File: src/rtl/rf_param_if.sv
// Register-file access bundle: clear request, two write ports, two read ports
// and status flags. The master side drives requests, the slave side (the
// register file) returns read data and status.
interface rf_param_if #(
    parameter int DATA_W = 8,
    parameter int ADDR_W = 4
);
    logic              clr_req;
    logic              wa_en;
    logic [ADDR_W-1:0] wa_addr;
    logic [DATA_W-1:0] wa_dat;
    logic              wb_en;
    logic [ADDR_W-1:0] wb_addr;
    logic [DATA_W-1:0] wb_dat;
    logic [ADDR_W-1:0] rd1_addr;
    logic [ADDR_W-1:0] rd2_addr;
    logic [DATA_W-1:0] rd1_dat;
    logic [DATA_W-1:0] rd2_dat;
    logic              busy;
    logic              wr_err;

    modport master (
        output clr_req,
        output wa_en, wa_addr, wa_dat,
        output wb_en, wb_addr, wb_dat,
        output rd1_addr, rd2_addr,
        input  rd1_dat, rd2_dat,
        input  busy, wr_err
    );

    modport slave (
        input  clr_req,
        input  wa_en, wa_addr, wa_dat,
        input  wb_en, wb_addr, wb_dat,
        input  rd1_addr, rd2_addr,
        output rd1_dat, rd2_dat,
        output busy, wr_err
    );
endinterface

File: src/rtl/rf_param.sv
// Two-write / two-read register file with a self-clearing sequence.
// After reset (or on a clear request) the array is zeroed one entry per
// cycle; during that time writes are dropped and flagged, reads return 0.
// Optional same-cycle write forwarding and an optional hardwired-zero r0.
module rf_param #(
    parameter int DATA_W  = 8,
    parameter int ADDR_W  = 4,
    parameter int BYPASS  = 1,
    parameter int ZERO_R0 = 0
) (
    input  logic       CLK,
    input  logic       RST_N,
    rf_param_if.slave  bus
);

    localparam int                NREGS = 2 ** ADDR_W;
    localparam logic [ADDR_W-1:0] LAST  = ADDR_W'(NREGS - 1);

    typedef enum logic {
        ST_CLEAR = 1'b0,
        ST_READY = 1'b1
    } state_t;

    state_t            r_state;
    logic [ADDR_W-1:0] r_clr_cnt;
    logic              r_wr_err;
    logic [DATA_W-1:0] r_mem [NREGS];

    logic              w_ready;
    logic              w_wr_open;
    logic              w_wa_r0;
    logic              w_wb_r0;
    logic              w_wa_hit;
    logic              w_wb_hit;
    logic [ADDR_W-1:0] w_rd_addr [2];
    logic [DATA_W-1:0] w_rd_dat  [2];

    // Writes only land in READY, and a clear request in the same cycle
    // takes precedence over them (silently, not as an error).
    assign w_ready   = (r_state == ST_READY);
    assign w_wr_open = w_ready && !bus.clr_req;

    // With a hardwired r0, writes to address 0 are discarded quietly.
    assign w_wa_r0  = (ZERO_R0 != 0) && (bus.wa_addr == '0);
    assign w_wb_r0  = (ZERO_R0 != 0) && (bus.wb_addr == '0);

    // Port A owns a shared address; port B is dropped on collision.
    assign w_wa_hit = w_wr_open && bus.wa_en && !w_wa_r0;
    assign w_wb_hit = w_wr_open && bus.wb_en && !w_wb_r0 &&
                      !(bus.wa_en && (bus.wa_addr == bus.wb_addr));

    // Control state: clear sequencer, ready state and sticky write-error flag.
    always_ff @(posedge CLK) begin
        if (!RST_N) begin
            r_state   <= ST_CLEAR;
            r_clr_cnt <= '0;
            r_wr_err  <= 1'b0;
        end else begin
            case (r_state)
                ST_CLEAR: begin
                    if (bus.wa_en || bus.wb_en) begin
                        r_wr_err <= 1'b1;
                    end
                    if (r_clr_cnt == LAST) begin
                        r_state   <= ST_READY;
                        r_clr_cnt <= '0;
                    end else begin
                        r_clr_cnt <= r_clr_cnt + 1'b1;
                    end
                end
                ST_READY: begin
                    if (bus.clr_req) begin
                        r_state   <= ST_CLEAR;
                        r_clr_cnt <= '0;
                    end
                end
                default: begin
                    r_state   <= ST_CLEAR;
                    r_clr_cnt <= '0;
                end
            endcase
        end
    end

    // Storage array: zeroed by the clear walk, otherwise updated by the ports.
    always_ff @(posedge CLK) begin
        if (r_state == ST_CLEAR) begin
            r_mem[r_clr_cnt] <= '0;
        end else begin
            if (w_wb_hit) begin
                r_mem[bus.wb_addr] <= bus.wb_dat;
            end
            if (w_wa_hit) begin
                r_mem[bus.wa_addr] <= bus.wa_dat;
            end
        end
    end

    assign w_rd_addr[0] = bus.rd1_addr;
    assign w_rd_addr[1] = bus.rd2_addr;

    // Read muxes: array value, optionally overridden by a committing write
    // (A beats B), then masked for r0 and for the whole clear period.
    always_comb begin
        for (int p = 0; p < 2; p++) begin
            w_rd_dat[p] = r_mem[w_rd_addr[p]];
            if (BYPASS != 0) begin
                if (w_wb_hit && (bus.wb_addr == w_rd_addr[p])) begin
                    w_rd_dat[p] = bus.wb_dat;
                end
                if (w_wa_hit && (bus.wa_addr == w_rd_addr[p])) begin
                    w_rd_dat[p] = bus.wa_dat;
                end
            end
            if ((ZERO_R0 != 0) && (w_rd_addr[p] == '0)) begin
                w_rd_dat[p] = '0;
            end
            if (!w_ready) begin
                w_rd_dat[p] = '0;
            end
        end
    end

    assign bus.rd1_dat = w_rd_dat[0];
    assign bus.rd2_dat = w_rd_dat[1];
    assign bus.busy    = (r_state == ST_CLEAR);
    assign bus.wr_err  = r_wr_err;

endmodule
File: src/flat_wrapper.sv
// flat-port wrapper written by rule: the top's interface ports become plain ports
module rf_param_flat 
#(
    parameter int DATA_W  = 8,
    parameter int ADDR_W  = 4,
    parameter int BYPASS  = 1,
    parameter int ZERO_R0 = 0
)
  (CLK, RST_N, bus_clr_req, bus_wa_en, bus_wa_addr, bus_wa_dat, bus_wb_en, bus_wb_addr, bus_wb_dat, bus_rd1_addr, bus_rd2_addr, bus_rd1_dat, bus_rd2_dat, bus_busy, bus_wr_err);
  rf_param_if #(.DATA_W(DATA_W), .ADDR_W(ADDR_W)) bus_i ();
  input  logic CLK;
  input  logic RST_N;
  input wire logic [$bits(bus_i.clr_req)-1:0] bus_clr_req;
  input wire logic [$bits(bus_i.wa_en)-1:0] bus_wa_en;
  input wire logic [$bits(bus_i.wa_addr)-1:0] bus_wa_addr;
  input wire logic [$bits(bus_i.wa_dat)-1:0] bus_wa_dat;
  input wire logic [$bits(bus_i.wb_en)-1:0] bus_wb_en;
  input wire logic [$bits(bus_i.wb_addr)-1:0] bus_wb_addr;
  input wire logic [$bits(bus_i.wb_dat)-1:0] bus_wb_dat;
  input wire logic [$bits(bus_i.rd1_addr)-1:0] bus_rd1_addr;
  input wire logic [$bits(bus_i.rd2_addr)-1:0] bus_rd2_addr;
  output wire logic [$bits(bus_i.rd1_dat)-1:0] bus_rd1_dat;
  output wire logic [$bits(bus_i.rd2_dat)-1:0] bus_rd2_dat;
  output wire logic [$bits(bus_i.busy)-1:0] bus_busy;
  output wire logic [$bits(bus_i.wr_err)-1:0] bus_wr_err;
  assign bus_i.clr_req = bus_clr_req;
  assign bus_i.wa_en = bus_wa_en;
  assign bus_i.wa_addr = bus_wa_addr;
  assign bus_i.wa_dat = bus_wa_dat;
  assign bus_i.wb_en = bus_wb_en;
  assign bus_i.wb_addr = bus_wb_addr;
  assign bus_i.wb_dat = bus_wb_dat;
  assign bus_i.rd1_addr = bus_rd1_addr;
  assign bus_i.rd2_addr = bus_rd2_addr;
  assign bus_rd1_dat = bus_i.rd1_dat;
  assign bus_rd2_dat = bus_i.rd2_dat;
  assign bus_busy = bus_i.busy;
  assign bus_wr_err = bus_i.wr_err;
  rf_param #(.DATA_W(DATA_W), .ADDR_W(ADDR_W), .BYPASS(BYPASS), .ZERO_R0(ZERO_R0)) u_core (.CLK(CLK), .RST_N(RST_N), .bus(bus_i));
endmodule
File: config.mk
export PLATFORM = sky130hd
export DESIGN_NAME = rf_param_flat
export DESIGN_NICKNAME = d
export VERILOG_FILES = /design/src/rtl/rf_param_if.sv /design/src/rtl/rf_param.sv /design/src/flat_wrapper.sv
export SDC_FILE = /design/constraint.sdc
export NUM_CORES = 1
export LEC_CHECK = 0
export BUFFER_PORTS_ARGS = -buffer_cell sky130_fd_sc_hd__buf_2
export CAP_MARGIN = 10
export CORE_MARGIN = 8
export CORE_UTILIZATION = 45
export CTS_CLUSTER_SIZE = 40
export DETAILED_ROUTE_END_ITERATION = 6
export PLACE_DENSITY = 0.72
export SETUP_SLACK_MARGIN = 0.05
export SLEW_MARGIN = 25
export SYNTH_ARGS = -nofsm -noshare
export SYNTH_HDL_FRONTEND = slang
export SYNTH_SLANG_ARGS = --single-unit
File: constraint.sdc
create_clock -name CLK -period 5.69 [get_ports CLK]
set_input_delay 0.8535 -clock CLK [delete_from_list [all_inputs] [get_ports CLK]]
set_output_delay 0.8535 -clock CLK [all_outputs]
set_load 0.01 [all_outputs]
==> Yosys cells after proc, flatten, opt, wreduce, memory -nomap -nowiden <==
Memories as Yosys holds them, arrays and structs flattened.
Index checks and enable logic that the tools add are counted.
{ "word_totals": {"register_bits": 6, "ramBits": 128, "elab_cells": 49, "memories": 1} }
{ "memory_table": {"columns": ["memory", "words", "width", "rd", "rd_ports_with_merged_regs", "write_ports", "line", "rtl"], "rows": [
  ["u_core.r_mem", 16, 8, 2, 0, 2, "rf_param.sv:27", "logic [DATA_W-1:0] r_mem [NREGS];"]
]} }
{ "classes": {"n_addsub": 1, "eq_ne": 7, "muxes": 22, "bitwise": 1, "reduce_logical": 14} }
{ "op_table": {"columns": ["cell", "n"], "rows": [
  ["8-bit 2-to-1 mux", 7],
  ["4-bit equality test", 5],
  ["4-bit 2-to-1 mux", 3],
  ["1-bit 2-to-1 mux", 10],
  ["1-bit logical AND", 9],
  ["4-bit one-hot mux with 2 select lines", 1],
  ["8-bit OR reduction", 1],
  ["4-bit by 1-bit adder with 4-bit output (second input constant)", 1],
  ["4-bit equality test (second input constant)", 1],
  ["1-bit logical NOT", 2],
  ["2-bit != test (second input constant)", 1],
  ["1-bit one-hot mux with 2 select lines", 1],
  ["2-bit AND reduction", 1],
  ["1-bit logical OR", 1],
  ["1-bit inverter", 1]
]} }

==> Depth between registers and ports, before layout <==
{ "depth": {"ltp_word": 9, "ltp_mapped": 8} }

==> Worst setup path after synthesis <==
OpenSTA, ideal clock, no wires.
{ "synth_path": {"kind": "input-to-output", "from": "input port bus_rd1_addr[0]", "to": "output port bus_rd1_dat[0]", "t_arrival_ps": 2412, "required_ps": 4837, "setup_slack_ps": 2425, "stages": 6, "path_buffers": 2, "path_cell_list": "buf_2 > buf_2 > mux4_2 > mux2_2 > a21oi_1 > o221ai_1"} }
{ "synth_between": {"elab_chain_len": 5} }
{ "synth_lines": {"columns": ["item", "line", "rtl"], "rows": [
  ["start, declared", "flat_wrapper.sv:20", "input wire logic [$bits(bus_i.rd1_addr)-1:0] bus_rd1_addr;"],
  ["branches (longest 3 deep; another with memory 16 x 8 bit)", null, null],
  ["8-bit 2-to-1 mux *", "rf_param.sv:111", "if (w_wa_hit && (bus.wa_addr == w_rd_addr[p])) begin"],
  ["8-bit 2-to-1 mux *", "rf_param.sv:118", "if (!w_ready) begin"],
  ["end, declared", "flat_wrapper.sv:22", "output wire logic [$bits(bus_i.rd1_dat)-1:0] bus_rd1_dat;"]
]} }
Mark *: on every way between the ends.

==> Worst setup path in the final report <==
{ "layout_path": {"from": "input port bus_rd1_addr[0]", "to": "output port bus_rd1_dat[7]"} }
Same word-level chain as after synthesis.

==> results.toml <==
[setup_path]
ff2ff_path_depth = 6
critical_path_cell_count = 6
r2r-end = "u_core.r_mem[13][6]$_DFFE_PP_"
path_buf_inv = 2
startpoint_type = "input pin"
crit_required_ps = 4840
r2r_start = "u_core.r_state$_SDFF_PN0_"
critPathMostFrequentCell = "buf_2"
path_class = "in -> out"
critPathSlowestCell = "buf_2"
critical_path.max_stage_delay_ps = 640
reg2reg_slack_ps = 2410
cp_max_fo = 23
crit_family = "simple AND/OR/NAND/NOR gates"
crit_chain = "buf_2, xor2_1, nor4_1, nand2_1, o221ai_1, buf_2"
endpoint_kind = "output port"
cp.arrival_ps = 3250

[synth]
synth.avg_cell_area_sq_um = 12.0
synth-edff-count = 128
syn_area_sq_um = 8630
yosysUniqueCellTypes = 46
synth_warnings = 0
synthesis.nets = 756
ys_seq_area_share_pct = 45.9
ys_seq_elements = 134
synthFlopType = "edfxtp_1"
synthCells = 718
synthArstFlopShare_pct = 0

[cells_and_area]
seq_area_sq_um = 3960
fin_nets = 775
n_antenna_cell = 0
finalNonFillerCells = 984
areaGrowthSynthToFinish_pct = 11.5
multi_input_area_sq_um = 4370
fillers = 1634
drive_above_1_share_pct = 33.2

[sta]
finalSetupTns_ps = 0
slew-limit-headroom_pct = 26.4
rsz0062_at_grt = "false"
fin_crit_sh_pct = 72.2
fin_crit_ps = 4110
setup_viol = 0
fin_skew_ps = 6.73
holdWs_ps = 464
hold_viol = 0
tightest_slew_ps = 1100
fmax_mhz = 244
finalMaxSlewViolations = 0

[global_routing]
grt_usage_pct = 20.6
grt_start_max_net_pins = 34
grt_pass1_wl_um = 37000
gr-total-overflow = 0
first_global_vias = 6521
antenna_found_initial = 0

[clock_tree]
clk_pin_slew_ps = 60
clockBufferDepth = 2
tritoncts = "yes"
cts_hold_buf = 0
numCtsBuffers = 17
ctsRootBufferMaster = "clkbuf_16"
htreeDepth = 4
clock-sinks = 134
ctsResizeCount = 0
cts_setup_buffers = 0
insertion_delay_ps = 430

[outcome]
status = "finished, final reports clean"

[route]
wl_per_cell_um = 24.8
drt_iter0_markers = 623
post-route-drc-count = 0
ant_nets = 0
finalWirelength_um = 24400
drt-vias-per-instance = 6.44
firstDrtPassIters = 5
dr_total_vias = 6336

[floorplan]
core_area_sq_um = 18800
num_rows = 50
io_pins = 55
die-width_um = 154
chipHeight_um = 154
initial_core_util_pct = 46.0
die_area_sq_um = 23900

[power_and_ir_drop]
p_clk_share_pct = 44.9
peakVddDrop_mv = 0.203
leakagePower_nw = 3.32
cell_internal_pwr_mw = 1.84
swShare_pct = 24.1
netSwitchingPower_uw = 585
pwr-share-seq_pct = 45.5
p_comb_share_pct = 9.6
pwr_density_cell_nw_per_um2 = 252

[place]
gp_congestion = 0.863
numPortBuffers = 54
hpwl_um = 16800
placedCellCount = 952

[min_path]
hold_class = "reg -> reg"
hp-start = "u_core.bus.wr_err$_SDFFE_PN0P_"
min_to = "u_core.bus.wr_err$_SDFFE_PN0P_"
hold_depth = 1

[flow_run]
cap_violations = 0
## routing by layer
metal	vias up	GRT usage (%)	share of wire [%]
met1	3183	26.2	40
met4	0	8.63	2.4
met3	47	4.40	8.0
met2	322	33.5	49
li1	2784	-	-
met5	-	0	0
## Yosys cell counts (2+ instances only)
cell / number / area [sq um]
edfxtp_1: 128 / 3840
nand2_1: 111 / 417
o21ai_0: 82 / 410
mux2_2: 67 / 754
mux4_2: 64 / 1440
clkbuf_1: 35 / 131
nor2_1: 31 / 116
mux2i_1: 29 / 290
a21oi_1: 20 / 100
buf_2: 19 / 95.1
o221ai_1: 14 / 123
nor2b_1: 12 / 75.1
xor2_1: 12 / 105
buf_1: 9 / 33.8
inv_1: 9 / 33.8
o21bai_1: 9 / 67.6
dfxtp_1: 6 / 120
and2_1: 5 / 31.3
nand3_1: 5 / 25.0
xnor2_1: 5 / 43.8
nor4_1: 4 / 25.0
a22oi_1: 3 / 22.5
a31o_2: 3 / 26.3
nand2b_1: 3 / 18.8
nor3_1: 3 / 15.0
nor4b_2: 3 / 45.0
a211o_1: 2 / 17.5
a31oi_1: 2 / 12.5
and3_1: 2 / 12.5
buf_4: 2 / 15.0
inv_2: 2 / 7.51
nor3_2: 2 / 20.0
o211a_1: 2 / 20.0
## area by class of cell
| cell class | instances | share of cell area [%] |
|---|---|---|
| clock inverters | 14 | 1.57 |
| multi-input cells | 505 | 45.4 |
| flip-flops and latches | 134 | 41.2 |
| inverters | 12 | 0.468 |
| clock buffers | 18 | 4.46 |
| well taps | 234 | 3.04 |
| repair buffers | 67 | 3.85 |
## power groups by stage
| stage | registers [mW] | logic [mW] | clock network [mW] |
|---|---|---|---|
| 2_1_floorplan | 1.12 | 0.171 | 0 |
| 6_report | 1.10 | 0.233 | 1.09 |
| 3_5_place_dp | 1.12 | 0.231 | 0 |
| 5_1_grt | 1.11 | 0.248 | 1.13 |
| 4_1_cts | 1.10 | 0.231 | 1.09 |
| 3_3_place_gp | 1.12 | 0.228 | 0 |
## flip-flops by register name, summed over array words and instances (netlist names)
register	flops
u_core.r_clr_cnt	4
u_core.r_mem	128
u_core.bus.wr_err	1
u_core.r_state	1
## worst max-delay path by stage
stage / from / to / slack, ps
2_1_floorplan: bus_rd1_addr[0] / bus_rd1_dat[0] / 2420
3_3_place_gp: bus_rd2_addr[0] / bus_rd2_dat[3] / 1600
3_5_place_dp: bus_rd2_addr[0] / bus_rd2_dat[3] / 1550
4_1_cts: bus_rd2_addr[0] / bus_rd2_dat[3] / 1560
5_1_grt: bus_rd1_addr[0] / bus_rd1_dat[7] / 1480
6_report: bus_rd1_addr[0] / bus_rd1_dat[7] / 1580
## kinds of logic after synthesis
family	synth area share, %
AND/OR/NAND/NOR	9.51
XOR/XNOR	1.73
multiplexers	28.8
adder cells (fa/ha/maj)	0.145
flip-flops	45.9
AO/OA/AOI/OAI	9.99
buffers and inverters	3.90
## cells in the final DEF (no fill, tap or decap), types with 3 or more instances in the layout
master,Yosys,routed
dfxtp_1,6,6
xnor2_1,5,5
clkinv_4,0,3
o21bai_1,9,7
nand2b_1,3,3
xor2_1,12,12
buf_2,19,53
nand2_1,111,111
buf_4,2,14
a31o_2,3,3
mux2_2,67,67
inv_6,0,4
nand3_1,5,5
mux2i_1,29,29
o221ai_1,14,14
mux4_2,64,64
o21ai_2,0,4
a22oi_1,3,3
edfxtp_1,128,128
nor2b_1,12,12
nor3_1,3,3
clkinv_2,0,3
inv_1,9,9
a21oi_1,20,20
o21ai_0,82,76
clkbuf_16,0,17
nor2_1,31,31
nor4b_2,3,3
and2_1,5,5
## stage by stage
stage               cell area [sq um]  util [%]  total power [mW]  setup WS (ps)
floorplan                        8630         -              1.29           2420
global placement                 9020      48.1              1.35           1600
detailed placement               9030      48.1              1.35           1550
CTS                              9610      51.2              2.43           1560
global route                     9620      51.3              2.49           1480
finish                           9620      51.3              2.43           1580
No activity file was read; power rests on OpenSTA's default activity.
